### config.mk
export PLATFORM = sky130hd
export DESIGN_NAME = fir_out_decimator
export DESIGN_NICKNAME = d
export VERILOG_FILES = /design/src/rtl/fir_out_decimator.sv
export SDC_FILE = /design/constraint.sdc
export NUM_CORES = 1
export LEC_CHECK = 0
export BUFFER_PORTS_ARGS = -buffer_cell sky130_fd_sc_hd__buf_2
export CAP_MARGIN = 20
export CELL_PAD_IN_SITES_DETAIL_PLACEMENT = 1
export CELL_PAD_IN_SITES_GLOBAL_PLACEMENT = 1
export CORE_MARGIN = 2
export CORE_UTILIZATION = 49
export CTS_CLUSTER_DIAMETER = 40
export CTS_CLUSTER_SIZE = 30
export DETAILED_ROUTE_END_ITERATION = 16
export GPL_TIMING_DRIVEN = 0
export PLACE_DENSITY = 0.95
export SLEW_MARGIN = 0
export SYNTH_ARGS = -nofsm -noshare
export SYNTH_HDL_FRONTEND = slang
export SYNTH_SLANG_ARGS = --single-unit
### constraint.sdc
create_clock -name clk -period 6.75 [get_ports clk]
set_clock_uncertainty 0.2 [all_clocks]
set_input_delay 1.6875 -clock clk [delete_from_list [all_inputs] [get_ports clk]]
set_output_delay 1.6875 -clock clk [all_outputs]
set_load 0.05 [all_outputs]
### src/rtl/fir_out_decimator.sv
// Decimate, round, shift and saturate FIR samples into a small FIFO stream; 2 edges from in_valid to out_valid.
// Backpressure: out_data/out_valid hold while out_ready=0; pushes into a full FIFO are dropped and flagged.
module fir_out_decimator #(
    parameter int DECIM = 4,
    parameter int SHIFT = 15,
    parameter int DEPTH = 4
) (
    input  logic                     clk,
    input  logic                     rst_n,
    input  logic                     clear,
    input  logic                     in_valid,
    input  logic [31:0]              y_in,
    output logic [15:0]              out_data,
    output logic                     out_valid,
    input  logic                     out_ready,
    output logic [$clog2(DEPTH):0]   level,
    output logic                     sat_flag,
    output logic [15:0]              sat_count,
    output logic                     overflow
);

    localparam int PW = (DECIM > 1) ? $clog2(DECIM) : 1;
    localparam int AW = $clog2(DEPTH);
    // Half of the shift step; collapses to zero when SHIFT is 0.
    localparam logic [32:0] RND = (33'd1 << SHIFT) >> 1;

    logic [PW-1:0]      phase_q, phase_d;
    logic               s1_vld_q, s1_vld_d;
    logic signed [32:0] s1_dat_q, s1_dat_d;
    logic [AW-1:0]      wr_ptr_q, wr_ptr_d;
    logic [AW-1:0]      rd_ptr_q, rd_ptr_d;
    logic [AW:0]        cnt_q, cnt_d;
    logic               sat_flag_q, sat_flag_d;
    logic [15:0]        sat_cnt_q, sat_cnt_d;
    logic               ovf_q, ovf_d;
    logic [15:0]        mem_q [DEPTH];

    logic               keep;
    logic signed [32:0] sum;
    logic signed [32:0] rnd;
    logic               sat_hi, sat_lo;
    logic [15:0]        sat_val;
    logic               full, push, pop, wr_en;

    assign keep    = in_valid && (phase_q == '0);
    assign sum     = $signed({y_in[31], y_in}) + $signed(RND);
    assign rnd     = sum >>> SHIFT;

    assign sat_hi  = s1_dat_q > 33'sd32767;
    assign sat_lo  = s1_dat_q < -33'sd32768;
    assign sat_val = sat_hi ? 16'h7FFF : (sat_lo ? 16'h8000 : s1_dat_q[15:0]);

    assign full    = cnt_q == (AW+1)'(DEPTH);
    assign push    = s1_vld_q;
    assign pop     = out_valid && out_ready;
    // A pop frees the slot the simultaneous push needs, so full+pop still writes.
    assign wr_en   = push && (!full || pop);

    always_comb begin
        phase_d    = phase_q;
        s1_vld_d   = 1'b0;
        s1_dat_d   = s1_dat_q;
        wr_ptr_d   = wr_ptr_q;
        rd_ptr_d   = rd_ptr_q;
        cnt_d      = cnt_q;
        sat_flag_d = sat_flag_q;
        sat_cnt_d  = sat_cnt_q;
        ovf_d      = ovf_q;
        if (clear) begin
            phase_d    = '0;
            s1_dat_d   = '0;
            wr_ptr_d   = '0;
            rd_ptr_d   = '0;
            cnt_d      = '0;
            sat_flag_d = 1'b0;
            sat_cnt_d  = '0;
            ovf_d      = 1'b0;
        end else begin
            if (in_valid) begin
                phase_d = (phase_q == PW'(DECIM-1)) ? '0 : phase_q + 1'b1;
            end
            s1_vld_d = keep;
            if (keep) begin
                s1_dat_d = rnd;
            end
            if (push && (sat_hi || sat_lo)) begin
                sat_flag_d = 1'b1;
                if (sat_cnt_q != 16'hFFFF) begin
                    sat_cnt_d = sat_cnt_q + 16'd1;
                end
            end
            if (push && full && !pop) begin
                ovf_d = 1'b1;
            end
            if (wr_en) begin
                wr_ptr_d = wr_ptr_q + 1'b1;
            end
            if (pop) begin
                rd_ptr_d = rd_ptr_q + 1'b1;
            end
            case ({wr_en, pop})
                2'b10:   cnt_d = cnt_q + 1'b1;
                2'b01:   cnt_d = cnt_q - 1'b1;
                default: cnt_d = cnt_q;
            endcase
        end
    end

    always_ff @(posedge clk or negedge rst_n) begin
        if (!rst_n) begin
            phase_q    <= '0;
            s1_vld_q   <= 1'b0;
            s1_dat_q   <= '0;
            wr_ptr_q   <= '0;
            rd_ptr_q   <= '0;
            cnt_q      <= '0;
            sat_flag_q <= 1'b0;
            sat_cnt_q  <= '0;
            ovf_q      <= 1'b0;
        end else begin
            phase_q    <= phase_d;
            s1_vld_q   <= s1_vld_d;
            s1_dat_q   <= s1_dat_d;
            wr_ptr_q   <= wr_ptr_d;
            rd_ptr_q   <= rd_ptr_d;
            cnt_q      <= cnt_d;
            sat_flag_q <= sat_flag_d;
            sat_cnt_q  <= sat_cnt_d;
            ovf_q      <= ovf_d;
        end
    end

    // Storage needs no reset: the head is masked whenever the FIFO is empty.
    always_ff @(posedge clk) begin
        if (wr_en && !clear) begin
            mem_q[wr_ptr_q] <= sat_val;
        end
    end

    assign out_valid = cnt_q != '0;
    assign out_data  = out_valid ? mem_q[rd_ptr_q] : '0;
    assign level     = cnt_q;
    assign sat_flag  = sat_flag_q;
    assign sat_count = sat_cnt_q;
    assign overflow  = ovf_q;

endmodule

# Yosys cells after proc, flatten, opt, wreduce, memory -nomap -nowiden
# Memories as Yosys holds them, arrays and structs flattened.
# Index checks and enable logic that the tools add are counted.
[totals]
wordCells = 71
mem_bits_rw = 64
in_bits = 37
out_inout_bits = 38
mem_count = 1
ff_bits = 61
[op_classes]
n_lt_le_gt_ge = 2
n_reduce_logical = 23
mux = 24
n_eq_ne = 5
add_sub_neg = 7
[memory_table]
columns = ["memory", "depth", "width", "rd", "rd_clocked_by_memory_dff", "wr", "line_no", "rtl"]
rows = [
  ["mem_q", 4, 16, 1, 0, 1, "36", "logic [15:0] mem_q [DEPTH];"],
]
[op_table]
columns = ["cell", "n"]
rows = [
  ["$mux 16", 6],
  ["$mux 33", 2],
  ["$add 32x16->33 const B", 1],
  ["$gt 33x16->1 const B", 1],
  ["$lt 33x16->1 const B", 1],
  ["$add 16x1->16 const B", 1],
  ["$ne 16x16->1 const B", 1],
  ["$mux 2", 7],
  ["$reduce_bool 2->1", 7],
  ["$logic_and 1x1->1", 7],
  ["$mux 1", 7],
  ["$add 2x1->2 const B", 3],
  ["$pmux 3 s2", 1],
  ["$reduce_bool 3->1", 2],
  ["$eq 2x2->1 const B", 2],
  ["$add 3x1->3 const B", 1],
  ["$eq 3x3->1 const B", 1],
  ["$logic_not 1->1", 3],
  ["$mux 3", 1],
  ["$sub 3x1->3 const B", 1],
  ["$eq 2x1->1 const B", 1],
  ["$logic_not 2->1", 1],
  ["$logic_or 1x1->1", 2],
  ["$reduce_and 2->1", 1],
]

# Logic depth before layout (Yosys ltp)
[logic_depth]
word_depth = 7
depth_mapped = 10
depth_no_buf = 8

# Least setup slack after synthesis
# OpenSTA, ideal clock, no wires.
[synth_timing]
path_kind = "register to output"
from = "register cnt_q[2], in the netlist level[2]"
to = "output out_data[10]"
setup_slack_ps = 2521
path_stages_with_launch = 6
path_buffers = 3
required_time_ps = 4862
arrival_time_ps = 2341
cell_sequence = "dfrtp_1 -> clkbuf_1 -> or3_1 -> clkbuf_1 -> clkbuf_1 -> and2_1"
[synth_via]
elab_chain_len = 2
[synth_rtl]
columns = ["element", "line_no", "rtl"]
rows = [
  ["start: declaration", "32", "logic [AW:0] cnt_q, cnt_d;"],
  ["start signal: assignment", "126", "cnt_q <= cnt_d;"],
  ["$reduce_bool 3->1", "140", "assign out_valid = cnt_q != '0;"],
  ["via out_valid", "14", "output logic out_valid,"],
  ["$mux 16", "141", "assign out_data = out_valid ? mem_q[rd_ptr_q] : '0;"],
  ["end: declaration", "13", "output logic [15:0] out_data,"],
]
# The timed path passes the listed nets, and every way through them passes these cells.

# Final worst setup path
[layout_timing]
from = "register rd_ptr_q[1]"
to = "output out_data[7]"
[layout_via]
elab_chain_len = 2
[layout_rtl]
columns = ["element", "line_no", "rtl"]
rows = [
  ["start: declaration", "31", "logic [AW-1:0] rd_ptr_q, rd_ptr_d;"],
  ["start signal: assignment", "125", "rd_ptr_q <= rd_ptr_d;"],
  ["$mem_v2 4x16", "-", ""],
  ["$mux 16", "141", ""],
]
# Every way passes these cells.

==> impl_metrics.yaml <==
grt:
  antenna_found_initial: 0
  overflow: 0
  grt_start_max_net_pins: 47
  grt_pass1_wl_um: 23100
  grt.total_usage_pct: 25.8
  grt_pass1_vias: 4337
sta:
  fin_crit_sh_pct: 64.3
  setup_viol: 0
  setup_slack_ns: 2.41
  fin_setup_tns_ns: 0
  drv_slew: 0
  fin_crit_ns: 4.34
  hold_viol_final: 0
  maxSlewHeadroom_pct: 39.4
  max_slew.worst_pin.slew_ns: 0.909
  max_clock_freq_mhz: 230
  rsz0062_at_grt: "false"
final_layout:
  fillers: 1197
  layout-drive-gt1-share_pct: 19.6
  diodes: 0
  area_growth_pct: 12.2
  nets: 596
power:
  irDropWorstVdd_mv: 0.103
  power_density_nw_per_um2: 228
  p_leak_uw: 0.00238
worst_setup_path:
  cpPeakStageDelay_ns: 0.56
  worstSetupStartpointType: "flop"
  cp.required_ns: 4.86
  cp_data_arrival_time_ns: 2.45
  crit_chain: "clkbuf_1 -> buf_1 -> mux4_2 -> and2_1 -> buf_2"
  crit_fanout: 10
  cp_slowest_cell: "buf_1"
  worst_setup_path_end_kind: "primary output"
  crit_type: "flop to primary output"
clocking:
  cts_buffers: 9
  cts_buffer_depth: 2
  cts.repair.resized: 0
  cts_tree: "built"
  h-tree-depth: 3
  cts_hold_buf: 0
  cts-root-buf: "clkbuf_8"
  clk_pin_slew_ns: 0.11
  cts_setup_buffers: 0
  clock-sinks: 110
  clock_latency_ns: 0.38
synthesis:
  syn-num-nets: 527
  synth_async_sr_flop_share_pct: 41.8
  synth.avg_cell_area_um2: 11.3
  synth_edf_count: 64
  synth_top_area_share_pct: 35.4
  ys_top_cells_by_area: "edfxtp_1 35%, dfrtp_1 21%, mux4_2 6.6%"
  netlist_area_um2: 5430
  synth_flop_cell: "edfxtp_1"
  syn_inst: 482
  yosysUniqueCellTypes: 50
  ys_seq_area_share_pct: 56.6
  ys_ff_latch: 110
  yosysWarnings: 0
  synth_top_area_cell: "edfxtp_1"
routing:
  antenna_left: 0
  drt_iter0_markers: 278
  routedWlPerCell_um: 20.6
  firstDrtPassIters: 5
  vias_per_cell: 5.90
  via_count: 4103
  drcViolationCount: 0
  wl_um: 14300
die:
  initial_utilization_pct: 50.1
  fp.dieW_um: 109
  die_area_um2: 11900
  rows: 38
  core-area_um2: 10800
  io_pins: 75
  die_h_um: 109
min_path:
  min_path_type: "flop to flop"
run_status:
  outcome: "finished clean"
run:
  maxCapViolCount: 0
placement:
  hpwl_um: 10100
  place_worst_setup_slack_ns: 2.78
  gp_congestion: 0.845
  io_buffers: 57
[Yosys cell counts, drive strengths merged, types with 3 or more instances]
cell type,n
a21oi,31
a32oi,3
and2,25
and3,4
and4,4
buf,9
clkbuf,25
dfrtp,46
edfxtp,64
ha,7
inv,12
mux2,5
mux2i,4
mux4,16
nand2,48
nand3,18
nand4,10
nor2,61
nor2b,5
nor4,7
o21ai,16
o31ai,7
or3,4
or4,11
xnor2,5
xor2,12
[registers in the layout, summed over array words and instances, names as in the netlist]
register and cells:
rd_ptr_q 2, wr_ptr_q 2, mem_q 64, s1_dat_q 18
level 3, phase_q 2, push 1, overflow 1
sat_count 16, sat_flag 1
[cell usage in the layout, fill, tap and decap left out, types with 3 or more instances in the layout]
master    synthesis  layout
mux2i_1           4       4
or4_1            10      10
nor2b_1           5       5
nand4_1           9       9
nand2_1          48      48
buf_2             6      63
ha_1              7       7
inv_1            12      12
or3_1             4       4
inv_6             0       5
clkbuf_8          0       9
and2_1           25      25
edfxtp_1         64      64
nor4_1            7       7
mux4_2           16      16
o21ai_0          16      16
and4_1            3       3
a32oi_1           3       3
clkbuf_1         25      25
xnor2_1           5       5
nor2_1           61      61
xor2_1           12      12
dfrtp_1          46      46
mux2_2            5       5
and3_1            3       3
o31ai_1           7       7
nand3_1          18      18
a21oi_1          31      31
[path summary, 6_finish.rpt]
check	from	to	slack, ns	depth (start not counted)
setup / recovery	rd_ptr_q[1]$_DFFE_PN0P_	out_data[7]	2.41	5
hold / removal	s1_dat_q[11]$_DFFE_PN0P_	s1_dat_q[11]$_DFFE_PN0P_	0.32	2
setup reg to reg	level[2]$_DFFE_PN0P_	level[2]$_DFFE_PN0P_	3.76	10
hold reg to reg	s1_dat_q[11]$_DFFE_PN0P_	s1_dat_q[11]$_DFFE_PN0P_	0.32	2
max in group asynchronous	rst_n	s1_dat_q[12]$_DFFE_PN0P_	4.91	2
min in group asynchronous	rst_n	level[0]$_DFFE_PN0P_	0.96	1
[worst max-delay path: cells and delay by family, from the launching register on]
family,cells,cell delay (ns)
buffers and inverters,3,1.12
flip-flops,1,0.36
multiplexers,1,0.41
AND/OR/NAND/NOR,1,0.18
[per-stage QoR]
step / power [uW] / instances / area [um^2] / util, % / hold slack (ns)
global route: 1450 / 696 / 6090 / 56.2 / 0.382
detailed placement: 1010 / 679 / 5890 / 54.3 / 0.309
finish: 1390 / 696 / 6090 / 56.2 / 0.324
floorplan: 931 / 482 / 5430 / - / 0.272
CTS: 1390 / 695 / 6070 / 56.0 / 0.324
global placement: 985 / 679 / 5890 / 54.3 / 0.298
[logic make-up (layout without fill, tap and decap cells)]
| group | Yosys count | after routing | synth area share, % |
|---|---|---|---|
| AOI/OAI and AO/OA | 69 | 69 | 7.61 |
| xor gates and xnor gates | 17 | 17 | 2.74 |
| adders and majority gates | 8 | 8 | 1.98 |
| buffers and inverters | 48 | 122 | 3.53 |
| and+or+nand+nor | 205 | 205 | 19.1 |
| DFF | 110 | 110 | 56.6 |
| muxes | 25 | 25 | 8.42 |
[layer usage]
metal | GRT usage [%] | wire, um | part of all wire (%) | up-vias
met1 | 32.8 | 6030 | 42 | 2079
met5 | 0 | 0 | 0 | -
met4 | 10.7 | 384 | 2.7 | 0
met3 | 4.12 | 490 | 3.4 | 33
met2 | 44.0 | 7450 | 52 | 108
li1 | - | - | - | 1883
[power breakdown]
part | switching, uW | internal, uW | total [uW]
Combinational | 164 | 67.1 | 232
Clock | 243 | 143 | 386
Sequential | 14.4 | 755 | 770
Total | 422 | 965 | 1390
[final cells by class]
class                   count  area (um^2)  area share (%)
multi-input cells         324         2160            35.5
plain buffers              34          139            2.28
clock buffers               9          124            2.03
clock inverters             7         60.1           0.986
inverters                  14         52.6           0.863
well taps                 140          175            2.88
repair buffers             58          305            5.01
flip-flops and latches    110         3070            50.5
Power figures use the tool's default switching activity.
